<file path="config.mk">
export PLATFORM = sky130hd
export DESIGN_NAME = ingress_acq_ctrl
export DESIGN_NICKNAME = d
export VERILOG_FILES = /design/src/rtl/ingress_pkg.sv /design/src/rtl/ingress_out_reg.sv /design/src/rtl/ingress_acq_ctrl.sv
export SDC_FILE = /design/constraint.sdc
export NUM_CORES = 1
export LEC_CHECK = 0
export ABC_AREA = 1
export CORE_ASPECT_RATIO = 1.5
export CORE_UTILIZATION = 35
export CTS_BUF_LIST = sky130_fd_sc_hd__clkbuf_4
export CTS_CLUSTER_SIZE = 14
export DETAILED_ROUTE_END_ITERATION = 16
export SYNTH_ARGS = -nofsm -noshare
export SYNTH_HDL_FRONTEND = slang
export SYNTH_SLANG_ARGS = --single-unit
</file>
<file path="constraint.sdc">
create_clock -name clk -period 2.18 [get_ports clk]
set_input_delay 0.436 -clock clk [delete_from_list [all_inputs] [get_ports clk]]
set_output_delay 0.436 -clock clk [all_outputs]
set_load 0.005 [all_outputs]
</file>
<file path="src/rtl/ingress_pkg.sv">
// Shared types and widths for the ADC ingress acquisition path.
// Only the state/trigger encodings and fixed stat counter widths live here.
package ingress_pkg;

  localparam int OVF_W = 16;
  localparam int FRM_W = 8;

  typedef enum logic [2:0] {
    ACQ_IDLE    = 3'd0,
    ACQ_ARMED   = 3'd1,
    ACQ_CAPTURE = 3'd2,
    ACQ_FLUSH   = 3'd3,
    ACQ_HOLDOFF = 3'd4
  } acq_state_e;

  typedef enum logic [1:0] {
    TRIG_IMM = 2'd0,
    TRIG_EXT = 2'd1,
    TRIG_LVL = 2'd2
  } trig_mode_e;

  // Reserved mode 3 behaves as immediate trigger.
  function automatic trig_mode_e trig_decode(input logic [1:0] mode);
    return (mode == 2'd3) ? TRIG_IMM : trig_mode_e'(mode);
  endfunction

endpackage

</file>
<file path="src/rtl/ingress_out_reg.sv">
// Single-entry AXI-stream output register; beat visible one cycle after load.
// Under backpressure the beat holds stable and o_rdy drops; load and drain may share a cycle.
module ingress_out_reg #(
  parameter int DATA_W = 32
) (
  input  logic              clk,
  input  logic              rst,
  input  logic              i_load,
  input  logic [DATA_W-1:0] i_dat,
  input  logic              i_last,
  output logic              o_rdy,
  output logic              o_drain,
  output logic              o_m_tvalid,
  output logic [DATA_W-1:0] o_m_tdata,
  output logic              o_m_tlast,
  input  logic              i_m_tready
);

  logic              r_vld;
  logic [DATA_W-1:0] r_dat;
  logic              r_last;

  assign o_rdy   = !r_vld || i_m_tready;
  assign o_drain = r_vld && i_m_tready;

  always_ff @(posedge clk) begin
    if (rst) begin
      r_vld  <= 1'b0;
      r_dat  <= '0;
      r_last <= 1'b0;
    end else if (i_load) begin
      r_vld  <= 1'b1;
      r_dat  <= i_dat;
      r_last <= i_last;
    end else if (i_m_tready) begin
      r_vld  <= 1'b0;
    end
  end

  assign o_m_tvalid = r_vld;
  assign o_m_tdata  = r_dat;
  assign o_m_tlast  = r_last;

endmodule

</file>
<file path="src/rtl/ingress_acq_ctrl.sv">
// Acquisition sequencer: arm, trigger, then fixed-length {ch1,ch0} frames onto an AXI-stream master.
// One cycle sample-to-beat; under backpressure the pending beat holds and new samples are dropped and counted.
module ingress_acq_ctrl
  import ingress_pkg::*;
#(
  parameter int DATA_W = 32,
  parameter int ADC_W  = 16,
  parameter int LEN_W  = 16,
  parameter int HOLD_W = 8
) (
  input  logic              clk,
  input  logic              rst,
  input  logic              i_cfg_arm,
  input  logic              i_cfg_abort,
  input  logic [1:0]        i_cfg_trig_mode,
  input  logic [ADC_W-1:0]  i_cfg_threshold,
  input  logic [LEN_W-1:0]  i_cfg_frame_len,
  input  logic [FRM_W-1:0]  i_cfg_frames,
  input  logic [HOLD_W-1:0] i_cfg_holdoff,
  input  logic              i_ext_trig,
  input  logic [ADC_W-1:0]  i_adc_ch0,
  input  logic [ADC_W-1:0]  i_adc_ch1,
  input  logic              i_adc_valid,
  output logic              o_m_tvalid,
  input  logic              i_m_tready,
  output logic [DATA_W-1:0] o_m_tdata,
  output logic              o_m_tlast,
  output logic [2:0]        o_stat_state,
  output logic              o_stat_busy,
  output logic [FRM_W-1:0]  o_stat_frame_cnt,
  output logic [OVF_W-1:0]  o_stat_ovf_cnt,
  output logic              o_irq_done
);

  typedef struct packed {
    trig_mode_e        mode;
    logic [ADC_W-1:0]  thr;
    logic [LEN_W-1:0]  len;
    logic [FRM_W-1:0]  frames;
    logic [HOLD_W-1:0] hold;
  } cfg_t;

  acq_state_e        r_state, w_state_nxt;
  cfg_t              r_cfg;
  logic [LEN_W-1:0]  r_beat, w_len_eff;
  logic [FRM_W-1:0]  r_frame_cnt, w_frm_inc;
  logic [OVF_W-1:0]  r_ovf_cnt;
  logic [HOLD_W-1:0] r_hold;
  logic              r_trig_prev, r_irq;
  logic              w_arm_ok, w_beat_last, w_final, w_hold_done;
  logic              w_acc, w_rdy, w_drain, w_load, w_drop;
  logic              w_frame_done, w_irq_nxt;
  logic [DATA_W-1:0] w_dat;

  assign w_dat       = {i_adc_ch1, i_adc_ch0};
  assign w_arm_ok    = (r_state == ACQ_IDLE) && i_cfg_arm && !i_cfg_abort;
  assign w_len_eff   = (r_cfg.len == '0) ? LEN_W'(1) : r_cfg.len;
  assign w_beat_last = (r_beat == w_len_eff - 1'b1);
  assign w_frm_inc   = r_frame_cnt + 1'b1;
  assign w_final     = (r_cfg.frames != '0) && (w_frm_inc == r_cfg.frames);
  assign w_hold_done = (r_hold == r_cfg.hold - 1'b1);
  assign w_load      = w_acc && w_rdy;
  assign w_drop      = w_acc && !w_rdy;

  always_ff @(posedge clk) begin
    if (rst) r_state <= ACQ_IDLE;
    else     r_state <= w_state_nxt;
  end

  // Abort outranks everything: no loads, no frame credit, no irq.
  always_comb begin
    w_state_nxt  = r_state;
    w_acc        = 1'b0;
    w_frame_done = 1'b0;
    w_irq_nxt    = 1'b0;
    if (i_cfg_abort) begin
      w_state_nxt = ACQ_IDLE;
    end else begin
      case (r_state)
        ACQ_IDLE: if (i_cfg_arm) w_state_nxt = ACQ_ARMED;
        ACQ_ARMED: begin
          case (r_cfg.mode)
            TRIG_EXT: if (i_ext_trig && !r_trig_prev) w_state_nxt = ACQ_CAPTURE;
            TRIG_LVL: begin
              if (i_adc_valid && (i_adc_ch0 >= r_cfg.thr)) begin
                w_acc       = 1'b1;
                w_state_nxt = (w_rdy && w_beat_last) ? ACQ_FLUSH : ACQ_CAPTURE;
              end
            end
            default: w_state_nxt = ACQ_CAPTURE;
          endcase
        end
        ACQ_CAPTURE: begin
          w_acc = i_adc_valid;
          if (i_adc_valid && w_rdy && w_beat_last) w_state_nxt = ACQ_FLUSH;
        end
        ACQ_FLUSH: begin
          if (w_drain) begin
            w_frame_done = 1'b1;
            if (w_final) begin
              w_state_nxt = ACQ_IDLE;
              w_irq_nxt   = 1'b1;
            end else if (r_cfg.hold == '0) begin
              w_state_nxt = ACQ_ARMED;
            end else begin
              w_state_nxt = ACQ_HOLDOFF;
            end
          end
        end
        ACQ_HOLDOFF: if (w_hold_done) w_state_nxt = ACQ_ARMED;
        default: w_state_nxt = ACQ_IDLE;
      endcase
    end
  end

  always_ff @(posedge clk) begin
    if (rst) begin
      r_cfg       <= '0;
      r_beat      <= '0;
      r_frame_cnt <= '0;
      r_ovf_cnt   <= '0;
      r_hold      <= '0;
      r_trig_prev <= 1'b0;
      r_irq       <= 1'b0;
    end else begin
      r_trig_prev <= i_ext_trig;
      r_irq       <= w_irq_nxt;
      r_hold      <= (r_state == ACQ_HOLDOFF) ? r_hold + 1'b1 : '0;
      if (w_arm_ok) begin
        r_cfg.mode   <= trig_decode(i_cfg_trig_mode);
        r_cfg.thr    <= i_cfg_threshold;
        r_cfg.len    <= i_cfg_frame_len;
        r_cfg.frames <= i_cfg_frames;
        r_cfg.hold   <= i_cfg_holdoff;
        r_beat       <= '0;
        r_frame_cnt  <= '0;
        r_ovf_cnt    <= '0;
      end
      if (w_load) r_beat <= w_beat_last ? '0 : r_beat + 1'b1;
      if (w_drop && (r_ovf_cnt != {OVF_W{1'b1}})) r_ovf_cnt <= r_ovf_cnt + 1'b1;
      if (w_frame_done) r_frame_cnt <= w_frm_inc;
    end
  end

  ingress_out_reg #(.DATA_W(DATA_W)) u_out_reg (
    .clk        (clk),
    .rst        (rst),
    .i_load     (w_load),
    .i_dat      (w_dat),
    .i_last     (w_beat_last),
    .o_rdy      (w_rdy),
    .o_drain    (w_drain),
    .o_m_tvalid (o_m_tvalid),
    .o_m_tdata  (o_m_tdata),
    .o_m_tlast  (o_m_tlast),
    .i_m_tready (i_m_tready)
  );

  assign o_stat_state     = r_state;
  assign o_stat_busy      = (r_state != ACQ_IDLE);
  assign o_stat_frame_cnt = r_frame_cnt;
  assign o_stat_ovf_cnt   = r_ovf_cnt;
  assign o_irq_done       = r_irq;

endmodule

</file>
==> reports/qor.yml <==
sta:
  max_freq_mhz: 403.9
  period_share: 1.136
  skew_ns: 0.02849
  slew_viol_final: 0
  setup_ws_ns: -0.2960
  slew_headroom: 0.7514
  period_minus_slack_ns: 2.476
  worst_slew_pin_slew_ns: 0.3729
  hold_viol: 0
  setup_violations: 20
  rsz0062_at_grt: "yes"
worst_setup_path:
  crit_path_end: "o_stat_state[0]"
  end_kind: "flop"
  crit_start: "r_cfg[27]"
  arrival_ns: 2.96
  crit_fanout: 3
  regToRegStartpoint: "r_cfg[27]"
  ff2ff_setup_slack_ns: -0.30
  worst_r2r_path_depth: 21
  critical_path_class: "reg -> reg"
  crit_required_ns: 2.67
  r2r-end: "o_stat_state[0]"
  crit_path_start_kind: "flop"
routing:
  drcViolationCount: 0
  drt-total-wl_mm: 21.60
  firstDrtPassIters: 5
  antenna_left: 0
  avgRoutedWirePerCell_um: 13.95
  dr_total_vias: 7373
  first_iter_violations: 241
  vias_per_cell: 4.763
cts:
  cts_sinks: 137
  cts_htree_levels: 4
  cts_tree: "done"
  clk_pin_slew_ns: 0.13
  clock-root-buffer: "clkbuf_4"
  clk_path_buf_depth: 2
  numCtsBuffers: 17
  insertion_delay_ns: 0.56
global_route:
  overflow: 0
  track_usage: 0.1990
  grt_antenna_before_repair: 1
  grt_pass1_vias: 7060
  grt_max_degree: 73
  grt_pass1_wl_mm: 33.47
floorplanning:
  dieWidth_um: 119.5
  initial_core_util: 0.3562
  core-area_um2: 20340
  die_area_um2: 21290
  die_h_um: 178.2
  io_pins: 152
  num_rows: 64
placed_design:
  io_buffers: 151
  hpwl_mm: 15.11
  gp_congestion: 0.8123
  numPlacedInstances: 1480
  place_ws_ns: -0.7292
run_status:
  status: "finished, violations left"
  violations: "setup timing"
logic_synthesis:
  synth.area.top_cells: "dfxtp_1 38%, nand2_1 11%, a21oi_1 7.7%"
  ys_warn_count: 0
  synth_top_area_cell: "dfxtp_1"
  postSynth.asyncResetShare: 0
  yosys-top-cells-count: "214 x nand2_1, 137 x dfxtp_1, 118 x nor2_1, 112 x a21oi_1, 106 x inv_1"
  synth_cell_types: 39
  synth_nets: 1142
  syn_area_um2: 7244
  synth_cells: 1031
  yosysTopAreaCellShare: 0.3786
  ys_ff_latch: 137
  synth_most_common_cell: "nand2_1"
  synth_edf_count: 0
  yosysSeqAreaShare: 0.3786
  avgSynthCellArea_um2: 7.027
  dominantRegCellSynth: "dfxtp_1"
cells_and_area:
  area_growth_syn_to_layout_pct: 49.00
  fin_cells: 1548
  drive_above_1_share: 0.2393
  nNetsFinal: 1381
power_and_ir_drop:
  p_per_area_nw_per_um2: 589.3
  power_leakage_uw: 0.004252
  peakVddDrop_mv: 0.3479
worst_hold_path:
  hp-class: "in -> reg"
flow_run:
  cap_viol_max_count: 0
[metal layers]
| metal | up-vias | part of all wire | global-route usage |
|---|---|---|---|
| met5 | - | 0 | 0 |
| met4 | 0 | 0.021 | 0.06927 |
| met3 | 23 | 0.042 | 0.04699 |
| met2 | 137 | 0.54 | 0.3752 |
| met1 | 3400 | 0.40 | 0.2140 |
| li1 | 3813 | - | - |
[worst min path at each step]
stage,start,end,cells past startpoint
6_report,rst,r_trig_prev,3
5_1_grt,i_adc_ch1[7],u_out_reg.o_m_tdata[23],3
4_1_cts,rst,o_stat_ovf_cnt[8],3
3_5_place_dp,r_cfg[46],r_cfg[46],2
3_3_place_gp,r_cfg[46],r_cfg[46],2
2_1_floorplan,r_cfg[41],r_cfg[41],2
[cell usage in the layout (no fill, tap or decap), drive strengths merged]
master         count
clkinv             6
o21bai             2
o21a               2
and3               1
a21oi            123
clkbuf            20
nand4             21
ha                22
nand3             60
nand3b            10
diode              1
xor2              32
a31o               1
o22ai              1
a21o               1
xnor2             11
clkdlybuf4s50    150
inv              119
o211ai             3
nor3              14
nand2            230
dfxtp            137
nor3b              1
bufinv             2
xnor3              1
o21ai             64
clkinvlp           2
or3                1
nor2             135
buf              101
or2               10
[logic make-up after synthesis]
| kind of cell | share of synthesized area |
|---|---|
| buf+inv | 0.08152 |
| fa+ha+maj | 0.03800 |
| xor+xnor | 0.05509 |
| flops | 0.3786 |
| compound gates | 0.1453 |
| simple gates | 0.3016 |
[metrics by stage]
stage / total power [uW] / util / hold WS [ns] / area, um2 / TNS, ns
3_3_place_gp: 4237 / 0.4692 / 0.4441 / 9543 / -42.47
5_1_grt: 6739 / 0.5307 / 0.3561 / 10790 / -11.04
4_1_cts: 6231 / 0.4989 / 0.3228 / 10150 / -4.963
2_1_floorplan: 3649 / - / 0.4331 / 7278 / -1.021
3_5_place_dp: 4255 / 0.4692 / 0.4523 / 9543 / -46.35
6_report: 6361 / 0.5307 / 0.3902 / 10790 / -4.672
[power breakdown]
group	internal, uW	switching, uW	total (uW)	leakage (uW)
clock	724	1120	1840	0.000159
sequential	2620	67.0	2690	0.00112
combinational	869	965	1830	0.00297
total	4210	2150	6360	0.00425
[registers in the layout, indices dropped and copies added (netlist names)]
signal / flops
o_irq_done: 1
o_stat_frame_cnt: 8
o_stat_ovf_cnt: 16
o_stat_state: 3
r_beat: 16
r_cfg: 50
r_hold: 8
r_trig_prev: 1
u_out_reg.o_m_tdata: 32
u_out_reg.o_m_tlast: 1
u_out_reg.o_m_tvalid: 1
[what timing repair did]
| action | in CTS | in global routing |
|---|---|---|
| pin swaps | 46 | 53 |
| resized for setup | 49 | 104 |
| hold buffers | 0 | 0 |
| setup endpoints to repair | 69 | 69 |
| buffers inserted | 12 | 17 |
| endpoints found under the hold margin | 0 | 0 |
| gates cloned | 1 | 5 |
[cell type report]
| class | count | area, um2 |
|---|---|---|
| antenna | 1 | 2.502 |
| clock buffer | 17 | 127.6 |
| clock inverter | 15 | 176.4 |
| fill | 1986 | 9545 |
| inverter | 113 | 455.4 |
| multi-input combinational | 746 | 4409 |
| sequential | 137 | 2775 |
| tap | 264 | 330.3 |
| timing repair buffer | 254 | 2501 |
| timing repair inverter | 1 | 16.27 |
[worst max-delay path, cell delays in order, from the launching register on]
cell     delay (ns)
dfxtp_2        0.35
nor2_2         0.15
nand2_2        0.11
nor2_2         0.12
nand2_2        0.06
nand2_2        0.07
inv_2          0.04
ha_4           0.16
nand2_4        0.10
nor2_4         0.06
nand2_2        0.08
nand2_1        0.09
nand3_2        0.09
nand3_1        0.09
nor2_1         0.11
nand3_2        0.10
nor2_4         0.16
buf_4          0.14
nand4_1        0.09
nand3_1        0.09
nor2_1         0.04
nor2_1         0.09
Note: power is estimated with default switching activity, not from simulation.
